<file path="config.mk">
export PLATFORM = sky130hd
export DESIGN_NAME = stage_if
export DESIGN_NICKNAME = d
export VERILOG_FILES = /design/src/rtl/stage_if.sv
export SDC_FILE = /design/constraint.sdc
export NUM_CORES = 1
export LEC_CHECK = 0
export BUFFER_PORTS_ARGS = -buffer_cell sky130_fd_sc_hd__clkbuf_2
export CAP_MARGIN = 10
export CORE_MARGIN = 1
export CORE_UTILIZATION = 49
export CTS_CLUSTER_SIZE = 40
export DETAILED_ROUTE_END_ITERATION = 7
export GPL_TIMING_DRIVEN = 0
export PLACE_DENSITY = 0.85
export SYNTH_ARGS = -nofsm -noshare
export SYNTH_HDL_FRONTEND = slang
export SYNTH_SLANG_ARGS = --single-unit
</file>
<file path="constraint.sdc">
create_clock -name clock -period 2.6 [get_ports clock]
set_input_delay 0.13 -clock clock [delete_from_list [all_inputs] [get_ports clock]]
set_output_delay 0.13 -clock clock [all_outputs]
set_load 0.02 [all_outputs]
</file>
<file path="src/rtl/stage_if.sv">
// Instruction-fetch stage: walks the PC, requests words from memory and presents them to IF/ID.
// Define ICACHE_EN to add a direct-mapped instruction cache of ICACHE_LINES lines in front of memory.
module stage_if #(
    parameter int ICACHE_LINES = 64
) (
    input  logic        clock,
    input  logic        reset,
    input  logic        stall_i,
    input  logic        jump_i,
    input  logic [31:0] jump_target_i,
    output logic        mem_req_o,
    output logic [31:0] mem_addr_o,
    input  logic        mem_ack_i,
    input  logic [31:0] mem_data_i,
    output logic [31:0] pc_o,
    output logic [31:0] inst_o,
    output logic        stall_req_o
);

    typedef enum logic [1:0] {
        IDLE,
        WAIT,
        VALID
    } state_t;

    state_t      r_state;
    state_t      w_state_n;
    logic [31:0] r_pc;
    logic [31:0] w_pc_n;
    logic [31:0] r_pc_o;
    logic [31:0] w_pc_o_n;
    logic [31:0] r_inst;
    logic [31:0] w_inst_n;
    logic        r_mem_req;
    logic        w_mem_req_n;
    logic [31:0] r_mem_addr;
    logic [31:0] w_mem_addr_n;
    logic        r_discard;
    logic        w_discard_n;
    logic [31:0] w_target;
    logic        w_fill;
    logic        w_hit;
    logic [31:0] w_hit_word;

    assign w_target = jump_target_i & 32'hFFFF_FFFC;

`ifdef ICACHE_EN
    localparam int IDX_W = $clog2(ICACHE_LINES);
    localparam int TAG_W = 30 - IDX_W;

    logic [31:0]             r_cache_data [ICACHE_LINES];
    logic [TAG_W-1:0]        r_cache_tag  [ICACHE_LINES];
    logic [ICACHE_LINES-1:0] r_cache_valid;
    logic [IDX_W-1:0]        w_rd_idx;
    logic [IDX_W-1:0]        w_wr_idx;

    assign w_rd_idx   = r_pc[IDX_W+1:2];
    assign w_wr_idx   = r_mem_addr[IDX_W+1:2];
    assign w_hit      = r_cache_valid[w_rd_idx] && (r_cache_tag[w_rd_idx] == r_pc[31:IDX_W+2]);
    assign w_hit_word = r_cache_data[w_rd_idx];

    // Every returned word fills its line, even one whose fetch was discarded by a jump.
    always_ff @(posedge clock) begin
        if (reset) begin
            r_cache_valid <= '0;
        end else if (w_fill) begin
            r_cache_valid[w_wr_idx] <= 1'b1;
        end
    end

    always_ff @(posedge clock) begin
        if (w_fill) begin
            r_cache_data[w_wr_idx] <= mem_data_i;
            r_cache_tag[w_wr_idx]  <= r_mem_addr[31:IDX_W+2];
        end
    end
`else
    assign w_hit      = 1'b0;
    assign w_hit_word = '0;
`endif

    always_ff @(posedge clock) begin
        if (reset) begin
            r_state    <= IDLE;
            r_pc       <= '0;
            r_pc_o     <= '0;
            r_inst     <= '0;
            r_mem_req  <= 1'b0;
            r_mem_addr <= '0;
            r_discard  <= 1'b0;
        end else begin
            r_state    <= w_state_n;
            r_pc       <= w_pc_n;
            r_pc_o     <= w_pc_o_n;
            r_inst     <= w_inst_n;
            r_mem_req  <= w_mem_req_n;
            r_mem_addr <= w_mem_addr_n;
            r_discard  <= w_discard_n;
        end
    end

    // A jump during WAIT cannot cancel the bus request, so it arms a discard for the returning word.
    always_comb begin
        w_state_n    = r_state;
        w_pc_n       = r_pc;
        w_pc_o_n     = r_pc_o;
        w_inst_n     = r_inst;
        w_mem_req_n  = r_mem_req;
        w_mem_addr_n = r_mem_addr;
        w_discard_n  = r_discard;
        w_fill       = 1'b0;

        case (r_state)
            IDLE: begin
                if (jump_i) begin
                    w_pc_n   = w_target;
                    w_inst_n = '0;
                end else if (w_hit) begin
                    w_inst_n  = w_hit_word;
                    w_pc_o_n  = r_pc;
                    w_state_n = VALID;
                end else begin
                    w_mem_req_n  = 1'b1;
                    w_mem_addr_n = r_pc;
                    w_state_n    = WAIT;
                end
            end
            WAIT: begin
                if (mem_ack_i) begin
                    w_fill      = 1'b1;
                    w_mem_req_n = 1'b0;
                end
                if (jump_i) begin
                    w_pc_n = w_target;
                    if (mem_ack_i) begin
                        w_discard_n = 1'b0;
                        w_state_n   = IDLE;
                    end else begin
                        w_discard_n = 1'b1;
                    end
                end else if (mem_ack_i) begin
                    if (r_discard) begin
                        w_discard_n = 1'b0;
                        w_state_n   = IDLE;
                    end else begin
                        w_inst_n  = mem_data_i;
                        w_pc_o_n  = r_pc;
                        w_state_n = VALID;
                    end
                end
            end
            VALID: begin
                if (jump_i) begin
                    w_pc_n    = w_target;
                    w_inst_n  = '0;
                    w_state_n = IDLE;
                end else if (!stall_i) begin
                    w_pc_n    = r_pc + 32'd4;
                    w_inst_n  = '0;
                    w_state_n = IDLE;
                end
            end
            default: begin
                w_state_n = IDLE;
            end
        endcase
    end

    assign mem_req_o   = r_mem_req;
    assign mem_addr_o  = r_mem_addr;
    assign pc_o        = r_pc_o;
    assign inst_o      = r_inst;
    assign stall_req_o = (r_state != VALID);

endmodule
</file>
After elaboration in Yosys (flattened, before gate mapping) --
Index checks and enable logic that the tools add are counted.
Operators by class: add/sub/neg operators 1, $mul 0, div/mod/pow operators 0, order comparisons 0, equal/unequal tests 10, shifts and indexed selects 0, mux-type cells 24, bitwise operators 2, reduce and logical (&&, ||, !) cells 13
Operators with widths (number):
- 2-to-1 mux 32 bit | 9
- one-hot mux 32 bit (3 select lines) | 1
- one-hot mux 32 bit (2 select lines) | 1
- adder 32 x 3 -> 32 bit (second input constant) | 1
- 2-to-1 mux 2 bit | 7
- != test 2 bit (second input constant) | 6
- AND reduction 3 bit | 3
- one-hot mux 2 bit (3 select lines) | 1
- AND reduction 6 bit | 1
- nonzero test 2 bit | 3
- 2-to-1 mux 1 bit | 4
- AND reduction 2 bit | 2
- AND reduction 4 bit | 1
- != test 3 bit (second input constant) | 1
- nonzero test 3 bit | 1
- == test 2 x 1 -> 1 bit (second input constant) | 1
- == test 2 bit (second input constant) | 1
- zero test 2 bit | 1
- != test 2 x 1 -> 1 bit (second input constant) | 1
- inverter 1 bit | 2
- one-hot mux 1 bit (2 select lines) | 1
- OR reduction 2 bit | 1
Word-level totals: bits in registers 132, bits in latches 0, bits in writable memories 0, memory bits (read-only) 0, word-level logic and storage cells 57, memories 0

Depth between registers and ports, before layout --
Gate-level depths: netlist (run 1).
depth after elaboration 4, gate-level depth with buffers 8, depth with buffers taken out 6

Worst setup path after synthesis (run 1) --
Ideal clock, no wire load.
path type reg-to-reg, from reg r_pc[2], to reg r_pc[30], data arrival time 1.810 ns, data required time 2.485 ns, slack 0.676 ns, cell stages (with the launch flop) 8, path buffers 1, cell sequence dfxtp_1 > ha_1 > nand3_2 > nor4_4 > buf_2 > a31oi_1 > o21a_1 > o21a_1
On the way: longest elaborated chain between the ends 4
Ends and longest elaborated chain:
- start: declaration | line 28 | logic [31:0] r_pc;
- start signal: assignment | line 93 | r_pc <= w_pc_n;
- adder 32 x 3 -> 32 bit | line 158 | w_pc_n = r_pc + 32'd4;
- 2-to-1 mux 32 bit | line 157 | end else if (!stall_i) begin
- 2-to-1 mux 32 bit | line 153 | if (jump_i) begin
- one-hot mux 32 bit (2 select lines) | line 113 | case (r_state)
No other way between the ends. The select of a mux whose other input is x is not followed. A chain may end at the register's enable or synchronous reset.

Worst setup path in the final report (run 1) --
Same ends and word-level chain as after synthesis.

==> results.md, run 1 <==
- Final Cycle Share: 0.907
- Initial antenna violation count: 0
- Synth top cells by count: nand2_1 (183), dfxtp_1 (126), a21oi_1 (124)
- Post-CTS Setup Bufs: 0
- Synth Warn #: 0
- Crit Path Class: reg2reg
- CP Max Fanout: 10
- Vias in the first global route: 5492
- RD Place Congestion: approximately 0.9
- Average wire per standard cell: approximately 16 µm
- RSZ-0062 raised after global routing: false
- Synthesized area per cell: a little under 8 µm²
- Final ANT Viol Nets: 0
- TritonCTS Buffers: 17
- Worst hold path type: in2reg
- Syn Inst Count: 700
- DIE WIDTH: about 110 µm
- H-tree levels: 4
- # fillers: 840
- Critical Path RT: around 3.0 ns
- Post-synth cell types: 53
- Worst r2r dst: r_pc[30]
- Area after DPL: approximately 6400 µm²
- Cell accounting for the most synthesized area: dfxtp_1
- Register-to-register setup slack: 0.24 ns
- Min Tclk post-route: between 2 and 2.5 ns
- Most common cell in the netlist: nand2_1
- Crit. End Element: flop
- Sw power: roughly 1.4 mW
- Drt pass-1 iters: 5
- Detailed placer's ending HPWL: 11.2 mm
- Slew Viols, Final: 0
- Post-synth EDFFs: 0
- Total of max-cap violations: 0
- Seq pwr share: 0.391
- Int Power: ~4.0 mW
- VDD IR max: between 0.4 and 0.5 mV
- Nets: between 1k and 1.5k
- Area share of the largest cell type after synthesis: 0.464
- First-pass GRT wire length: between 20 and 30 mm
- Post-synth ARST share: 0
- Flops & latches, synth: 126
- Worst slew pin tran: 0.863 ns
- Diodes inserted: 0
- Logic pwr share: 0.134
- Syn Std Cell Area: ~5400 µm²
- R2R depth: 7
- CP Cell Sequence: ha_1, nand3_2, nor4_4, buf_2, a31oi_1, o21a_1, o21a_1
- Hold_buf cts: around 50
- Die height: between 100 and 150 µm
- Final Setup Violations: 0
- Largest net degree at the start of global routing: 17
- Root buffer selected by CTS: clkbuf_8
- WP data arrival: 2.77 ns
- Tot GR Track Use: 0.309
- Clk pwr share: 0.475
- Pwr dens: 716 nW/µm²
- Die ar.: 11500 µm²
- CP max-delay cell: nor4_4
- 1st-iter DRT viols: just over 800
- Worst setup SP type: flop
- Routed via count: just over 6k
- CTS sink cnt: ~130
- I/O pins: 167
- Rows: 38
- Number of port buffers: 160
- Area Overhead vs Synth: 38.8%
- Vias per cell: 5.64
- Register area share after synthesis: 0.464
- Clk Latency, worst-skew pair: about 0.53 ns
- Total power: 5.40 mW
- Starting Density: 0.501
- Worst setup endpoint: r_pc[30]
- Sw Ratio: 0.268
- Pleak: a little over 3 nW
- Origin of the critical flop-to-flop path: r_pc[2]
- Core Region: roughly 11000 µm²
- CP startpoint: r_pc[2]
- GR Overflow Total: 0
- DRC viols: 0
- Clk_skew: slightly below 0.009 ns
- Clk slew on worst S/H paths: approximately 0.060 ns
- Finished Cell Area: around 7500 µm²
- Cell mode on critical path: o21a_1
- Final hold violations: 0
- Final wirelength: ~18 mm
- Fmax: between 400 and 500 MHz
- CTS tree: yes
- Predominant post-synthesis flop cell: dfxtp_1
- Normalized max-slew margin: 0.420
- Utilization after layout: 0.696
- Setup TNS: 0 ns
- Slowest stage delay, CP: 0.49 ns
- Outcome: complete, no violations
- CTS max path bufs: 2
- CTS resizes: 0
- Top post-synthesis cells by area: dfxtp_1 (46%), nand2_1 (13%), a21oi_1 (11%)
- Share of cells above drive strength 1: 0.230
-- layout make-up --
class / count / area, µm² / area share
Sequential cell: 126 / 2520 / 0.335
Multi-Input combinational cell: 508 / 2630 / 0.349
Buffer: 68 / 287 / 0.0380
Clock buffer: 17 / 414 / 0.0549
Timing Repair Buffer: 209 / 1290 / 0.171
Tap cell: 140 / 175 / 0.0232
Inverter: 1 / 3.75 / 0.000498
Clock inverter: 14 / 216 / 0.0287
-- placed cells by master (no fill, tap or decap), types with 4 or more instances in the layout --
master         count
a211oi_1           8
o21ai_1            4
nand4_1           12
buf_4              4
a21oi_1          124
nand2_1          183
dlygate4sd3_1     49
or3_1              6
conb_1             4
dfxtp_1          126
nand3_1           14
nor3_1            10
and3_1             5
buf_2             13
a31oi_1            5
nor2_1            36
clkbuf_1          50
o21a_1             4
clkbuf_16         16
o21ai_0           13
clkbuf_2         160
bufinv_16          5
nand3b_1          34
-- per-layer routing --
metal / track usage / share of wire / wire length (µm) / vias to the layer above
li1: - / - / - / 2887
met1: 0.379 / 0.40 / 7050 / 2760
met2: 0.508 / 0.47 / 8380 / 385
met3: 0.0757 / 0.094 / 1680 / 72
met4: 0.149 / 0.038 / 669 / 0
met5: 0 / 0 / 0 / -
-- metrics by stage --
step	setup WS, ns	std cells	hold WS, ns
2_1_floorplan	0.676	703	0.227
3_3_place_gp	0.366	1003	0.368
3_5_place_dp	0.329	1003	0.379
4_1_cts	0.304	1083	0.00353
5_1_grt	0.128	1083	0.0220
6_report	0.242	1083	0.0126
-- power by group through the flow --
stage          registers, mW  logic [mW]  clock network (mW)
6_report                2.11       0.721                2.56
3_5_place_dp            2.15       0.635                   0
3_3_place_gp            2.14       0.628                   0
5_1_grt                 2.12       0.777                2.65
4_1_cts                 2.11       0.699                2.56
2_1_floorplan           2.19       0.361                   0
-- cells by family (layout without fill, tap and decap cells) --
logic type | Yosys count | after routing | share of synthesized area
buffers and inverters | 69 | 309 | 0.0534
adder cells (fa/ha/maj) | 1 | 1 | 0.00230
AND/OR/NAND/NOR | 319 | 319 | 0.282
other | 1 | 4 | 0.000690
multiplexers | 2 | 2 | 0.00415
flip-flops | 126 | 126 | 0.464
AO/OA/AOI/OAI | 182 | 182 | 0.193
-- state kept, by name, summed over array words and instances (netlist names) --
register    cells
inst_o         32
r_discard       1
r_pc           30
mem_req_o       1
mem_addr_o     30
r_state         2
pc_o           30
-- critical path: cells and delay by family, from the launching register on --
family / cells / cell delay (ns)
AO/OA/AOI/OAI: 3 / 0.48
adder cells (fa/ha/maj): 1 / 0.26
flip-flops: 1 / 0.48
AND/OR/NAND/NOR: 2 / 0.72
buffers and inverters: 1 / 0.30
-- how the worst min path moves through the flow --
stage / cells past startpoint / from / slack, ns / end
after floorplan: 1 / mem_ack_i / 0.23 / r_discard
after global placement: 2 / mem_ack_i / 0.37 / r_discard
after detailed placement: 2 / mem_ack_i / 0.38 / r_discard
after CTS: 4 / jump_target_i[5] / 0.004 / r_pc[5]
after global routing: 3 / jump_target_i[19] / 0.02 / r_pc[19]
final: 3 / jump_target_i[19] / 0.01 / r_pc[19]
No activity file was read; power rests on OpenSTA's default activity.
==> run 2, diff against run 1 <==
CORE_ASPECT_RATIO = 0.75   (was default)
CORE_UTILIZATION = 40   (was 49)
PLACE_DENSITY = 0.73   (was 0.85)
==> run 2 against run 1 <==
Largest power group unchanged. Routed wire length grew 0.56%. Clock-buffer cell count grew 2. Maximum frequency up 0.60%.
==> results.md, run 2 (synthesis results as in run 1) <==
- Outcome: complete, no violations (unchanged)
- Min Tclk post-route: 2.34 ns (was 2.36 ns)
- Final ANT Viol Nets: 0 (unchanged)
- Nets: 986 (was 1001)
- WL met1: 7.88 mm (was 7.05 mm)
- Vias per cell: 5.40 (was 5.64)
- FF/Latch Area: 2520 µm² (unchanged)
- Final wirelength: 17.9 mm (was 17.8 mm)
- Origin of the critical flop-to-flop path: r_pc[2] (unchanged)
- Worst hold path type: in2reg (unchanged)
- Clk Latency, worst-skew pair: 0.41 ns (was 0.53 ns)
- CTS tree: yes (unchanged)
- Die height: 103 µm (was 107 µm)
- Pleak: 3.02 nW (was 3.06 nW)
- RSZ-0062 raised after global routing: false (unchanged)
- Hold depth: 3 (unchanged)
- Die ar.: 14100 µm² (was 11500 µm²)
- GR Overflow Total: 0 (unchanged)
- Crit. End Element: flop (unchanged)
- DIE WIDTH: 137 µm (was 107 µm)
- Clk_skew: 0.00511 ns (was 0.00875 ns)
- Multi-input gate area: 2630 µm² (unchanged)
- Number of port buffers: 160 (unchanged)
- Starting Density: 0.414 (was 0.501)
- Most frequent cells in the layout: nand2_1 (183), clkbuf_2 (160), dfxtp_1 (126) (unchanged)
- Worst slew pin tran: 0.710 ns (was 0.863 ns)
- Drt pass-1 iters: 6 (was 5)
- CP Cell Sequence: ha_1, nand3_2, nor4_4, buf_2, a31oi_1, o21a_1, o21a_1 (unchanged)
- CTS max path bufs: 2 (unchanged)
- Total of max-cap violations: 0 (unchanged)
- TritonCTS Buffers: 17 (unchanged)
- H-tree levels: 4 (unchanged)
- 1st-iter DRT viols: 453 (was 809)
- Highest routed metal layer: met4 (unchanged)
- Worst path bufs/invs: 1 (unchanged)
- I/O pins: 167 (unchanged)
- Largest net degree at the start of global routing: 17 (unchanged)
- Detailed placer's ending HPWL: 12.3 mm (was 11.2 mm)
- Setup TNS: 0 ns (unchanged)
- Hold Path End: inst_o[11] (was r_pc[19])
- First-pass GRT wire length: 27.1 mm (was 27.4 mm)
- Vias in the first global route: 5250 (was 5492)
- Area Overhead vs Synth: 37.6% (was 38.8%)
- Root buffer selected by CTS: clkbuf_16 (was clkbuf_8)
- CP Max Fanout: 10 (unchanged)
- CTS sink cnt: 126 (unchanged)
- Critical Path RT: 2.91 ns (was 3.02 ns)
- Rows: 36 (was 38)
- CP max-delay cell: nor4_4 (unchanged)
- Tot GR Track Use: 0.255 (was 0.309)
- Slowest stage delay, CP: 0.51 ns (was 0.49 ns)
- Pwr dens: 742 nW/µm² (was 716 nW/µm²)
- Initial antenna violation count: 0 (unchanged)
- Cell mode on critical path: o21a_1 (unchanged)
- Max FFs per register: 32 (unchanged)
- DR WL met2: 7.80 mm (was 8.38 mm)
- Setup WS post-layout: 0.256 ns (was 0.242 ns)
- Average wire per standard cell: 16.3 µm (was 16.4 µm)
- Met3 WL: 1.96 mm (was 1.68 mm)
- VDD IR max: 0.512 mV (was 0.429 mV)
- DRC viols: 0 (unchanged)
- Delay-heaviest family, CP: simple AND/OR/NAND/NOR gates (unchanged)
- Slew Viols, Final: 0 (unchanged)
- Routed via count: 5937 (was 6104)
- Final Cycle Share: 0.902 (was 0.907)
- Core Region: 13100 µm² (was 10800 µm²)
- Place WS: 0.334 ns (was 0.329 ns)
- Worst setup SP type: flop (unchanged)
- Commonest non-fill, non-tap cell in the layout: nand2_1 (unchanged)
- R2R depth: 7 (unchanged)
- Total power: 5.55 mW (was 5.40 mW)
- RD Place Congestion: 0.906 (was 0.901)
- Final Setup Violations: 0 (unchanged)
- Register-to-register setup slack: 0.26 ns (was 0.24 ns)
- # fillers: 1191 (was 840)
- Normalized max-slew margin: 0.526 (was 0.420)
- Share of cells above drive strength 1: 0.234 (was 0.230)
- HP Start: mem_data_i[11] (was jump_target_i[19])
- Worst r2r dst: r_pc[30] (unchanged)
- Clk slew on worst S/H paths: 0.06 ns (about the same)
- Crit Path Class: reg2reg (unchanged)
- WP data arrival: 2.65 ns (was 2.77 ns)
- Fmax: 427 MHz (was 424 MHz)
- Final hold violations: 0 (unchanged)
- Diodes inserted: 0 (unchanged)
run 2: cell count changes in the layout (fill, tap and decap cells not counted):
cell | previous run | this run
clkbuf_16 | 16 | 17
dlygate4sd3_1 | 49 | 34
clkinvlp_4 | 1 | 0
clkinv_2 | 3 | 2
clkbuf_1 | 50 | 51
bufinv_16 | 5 | 6
run 2: where the power goes:
group	internal, mW	total (mW)	leakage, nW	switching [mW]
clock network	1.83	2.73	0.332	0.900
registers	2.02	2.12	1.03	0.0939
logic	0.258	0.696	1.66	0.438
total	4.11	5.55	3.02	1.43
run 2: how the worst max path moves through the flow:
stage / to / slack [ns] / cells after the start / from
floorplan: r_pc[30] / 0.68 / 7 / r_pc[2]
global placement: r_pc[30] / 0.29 / 7 / r_pc[2]
detailed placement: r_pc[30] / 0.33 / 7 / r_pc[2]
CTS: r_pc[30] / 0.31 / 7 / r_pc[2]
global route: r_pc[16] / 0.13 / 8 / r_state[1]
finish: r_pc[30] / 0.26 / 7 / r_pc[2]
run 2: worst reg2reg max path, stage by stage (launching register included):
cell and delay, ns:
dfxtp_1 0.48, ha_1 0.26, nand3_2 0.22, nor4_4 0.52
buf_2 0.30, a31oi_1 0.10, o21a_1 0.20, o21a_1 0.18
run 2: area by class of cell:
cell class,count,area share
clock inverters,13,0.0313
well taps,171,0.0286
repair buffers,194,0.153
clock buffers,19,0.0593
inverters,1,0.000502
flip-flops and latches,126,0.337
plain buffers,68,0.0383
multi-input cells,508,0.352
run 2: per-layer routing:
metal | up-vias | global-route usage
met5 | - | 0
met4 | 0 | 0.0778
met3 | 25 | 0.0816
met2 | 318 | 0.374
met1 | 2744 | 0.356
li1 | 2850 | -
run 2: per-stage QoR:
step,std cells,area [µm²],utilization,hold slack (ns)
floorplan,703,5440,-,0.227
detailed placement,1034,6460,0.493,0.389
global route,1100,7470,0.570,0.00834
finish,1100,7470,0.570,0.00654
CTS,1100,7470,0.570,0.00210
global placement,1034,6460,0.493,0.378
run 2: what timing repair did:
action / in CTS / in global routing
hold buffers: 34 / 0
endpoints found under the hold margin: 34 / 0
gates resized for setup: 0 / 0
buffers inserted: 0 / 0
==> run 3, diff against run 2 <==
PLACE_DENSITY = default   (was 0.73)
==> run 3 against run 2 <==
Routed wire length increased by 5.1%. Register-to-register slack worse by 0.03 ns. Hold slack better by 0.021 ns. Highest routed layer unchanged.
==> results.md, run 3 (synthesis results as in run 1) <==
- Cell mode on critical path: o21a_1 (unchanged)
- DRC viols: 0 (unchanged)
- Commonest non-fill, non-tap cell in the layout: nand2_1 (unchanged)
- Crit. End Element: flop (unchanged)
- Logic pwr share: 0.132 (was 0.126)
- Sw Ratio: 0.265 (was 0.258)
- Clk slew on worst S/H paths: 0.06 ns (about the same)
- TritonCTS Buffers: 17 (unchanged)
- First-pass GRT wire length: 28.5 mm (was 27.1 mm)
- CP max-delay cell: dfxtp_1 (was nor4_4)
- Clk Latency, worst-skew pair: 0.42 ns (was 0.41 ns)
- Number of port buffers: 160 (unchanged)
- Pleak: 2.98 nW (was 3.02 nW)
- Drt pass-1 iters: 5 (was 6)
- Outcome: complete, no violations (unchanged)
- Crit Path Class: reg2reg (unchanged)
- RSZ-0062 raised after global routing: false (unchanged)
- Root buffer selected by CTS: clkbuf_16 (unchanged)
- WP data arrival: 2.69 ns (was 2.65 ns)
- Core Region: 13100 µm² (unchanged)
- Final Setup Violations: 0 (unchanged)
- Die height: 103 µm (unchanged)
- CTS sink cnt: 126 (unchanged)
- Min Tclk post-route: 2.38 ns (was 2.34 ns)
- Vias per cell: 5.40 (about the same)
- Tot GR Track Use: 0.270 (was 0.255)
- Diodes inserted: 0 (unchanged)
- Worst hold path type: in2reg (unchanged)
- Share of cells above drive strength 1: 0.231 (was 0.234)
- Critical Path RT: 2.91 ns (about the same)
- Post-CTS Setup Bufs: 0 (unchanged)
- Setup TNS: 0 ns (unchanged)
- CTS resizes: 0 (unchanged)
- DIE WIDTH: 137 µm (unchanged)
- RD Place Congestion: 0.927 (was 0.906)
- Worst hold margin: 0.0275 ns (was 0.00654 ns)
- Area Overhead vs Synth: 36.6% (was 37.6%)
- Final Cycle Share: 0.914 (was 0.902)
- Final ANT Viol Nets: 0 (unchanged)
- Routed via count: 5943 (was 5937)
- Place WS: 0.273 ns (was 0.334 ns)
- Clk pwr share: 0.469 (was 0.492)
- Total of max-cap violations: 0 (unchanged)
- CTS max path bufs: 2 (unchanged)
- Worst setup SP type: flop (unchanged)
- H-tree levels: 4 (unchanged)
- Slowest stage delay, CP: 0.49 ns (was 0.51 ns)
- Normalized max-slew margin: 0.556 (was 0.526)
- Starting Density: 0.414 (unchanged)
- Clk_skew: 0.00706 ns (was 0.00511 ns)
- Initial antenna violation count: 0 (unchanged)
- Pwr dens: 716 nW/µm² (was 742 nW/µm²)
- CP Cell Sequence: ha_1, nand3_2, nor4_4, buf_2, a31oi_1, o21a_1, o21a_1 (unchanged)
- Detailed placer's ending HPWL: 13.3 mm (was 12.3 mm)
- I/O pins: 167 (unchanged)
- Die ar.: 14100 µm² (unchanged)
- Sw power: 1.41 mW (was 1.43 mW)
- Nets: 987 (was 986)
- Seq pwr share: 0.399 (was 0.382)
- Fmax: 421 MHz (was 427 MHz)
- VDD IR max: 0.502 mV (was 0.512 mV)
- CTS tree: yes (unchanged)
- Largest net degree at the start of global routing: 17 (unchanged)
- Average wire per standard cell: 17.1 µm (was 16.3 µm)
- Most frequent cells in the layout: nand2_1 (183), clkbuf_2 (160), dfxtp_1 (126) (unchanged)
- Setup WS post-layout: 0.225 ns (was 0.256 ns)
- Int Power: 3.90 mW (was 4.11 mW)
- CP Max Fanout: 10 (unchanged)
- Rows: 36 (unchanged)
- Vias in the first global route: 5480 (was 5250)
- GR Overflow Total: 0 (unchanged)
- Slew Viols, Final: 0 (unchanged)
- Worst slew pin tran: 0.666 ns (was 0.710 ns)
- 1st-iter DRT viols: 371 (was 453)
- Final hold violations: 0 (unchanged)
- Max FFs per register: 32 (unchanged)
- Final wirelength: 18.8 mm (was 17.9 mm)
-- run 3: per-stage QoR --
stage / std cells / util / instance area, µm² / total power [mW]
2_1_floorplan: 703 / - / 5440 / 2.55
3_3_place_gp: 1034 / 0.493 / 6460 / 2.79
3_5_place_dp: 1034 / 0.493 / 6460 / 2.80
4_1_cts: 1100 / 0.566 / 7420 / 5.33
5_1_grt: 1100 / 0.566 / 7420 / 5.50
6_report: 1100 / 0.566 / 7420 / 5.31
-- run 3: path summary, 6_finish.rpt --
check	start	end	slack, ns	depth (start not counted)
max	r_pc[2]	r_pc[30]	0.22	7
min	jump_target_i[28]	r_pc[28]	0.03	3
max reg2reg	r_pc[2]	r_pc[30]	0.22	7
min reg2reg	inst_o[23]	inst_o[23]	0.45	2
-- run 3: final cells by class --
| class | count | area (µm²) |
|---|---|---|
| Buffer | 68 | 287 |
| Clock buffer | 20 | 447 |
| Clock inverter | 11 | 166 |
| Fill cell | 1260 | 5690 |
| Inverter | 1 | 3.75 |
| Multi-Input combinational cell | 508 | 2630 |
| Sequential cell | 126 | 2520 |
| Tap cell | 171 | 214 |
| Timing Repair Buffer | 195 | 1150 |
-- run 3: critical path: cells and delay by family, from the launching register on --
family | cells | cell delay (ns)
and+or+nand+nor | 2 | 0.72
DFF | 1 | 0.49
AOI/OAI and AO/OA | 3 | 0.47
buffers and inverters | 1 | 0.31
adders and majority gates | 1 | 0.27
-- run 3: metal layers --
metal | track usage | share of wire
met1 | 0.368 | 0.45
met2 | 0.403 | 0.45
met3 | 0.0718 | 0.087
met4 | 0.110 | 0.015
met5 | 0 | 0
-- run 3: power by group through the flow --
stage	logic [mW]	clock network [mW]	registers [mW]
floorplan	0.361	0	2.19
global placement	0.632	0	2.15
detailed placement	0.645	0	2.16
CTS	0.691	2.52	2.12
global route	0.764	2.61	2.13
finish	0.700	2.49	2.12
-- run 3: what timing repair did --
item	in CTS	in global routing
endpoints found under the hold margin	35	0
hold buffers	35	0
endpoints found under the setup margin	0	0
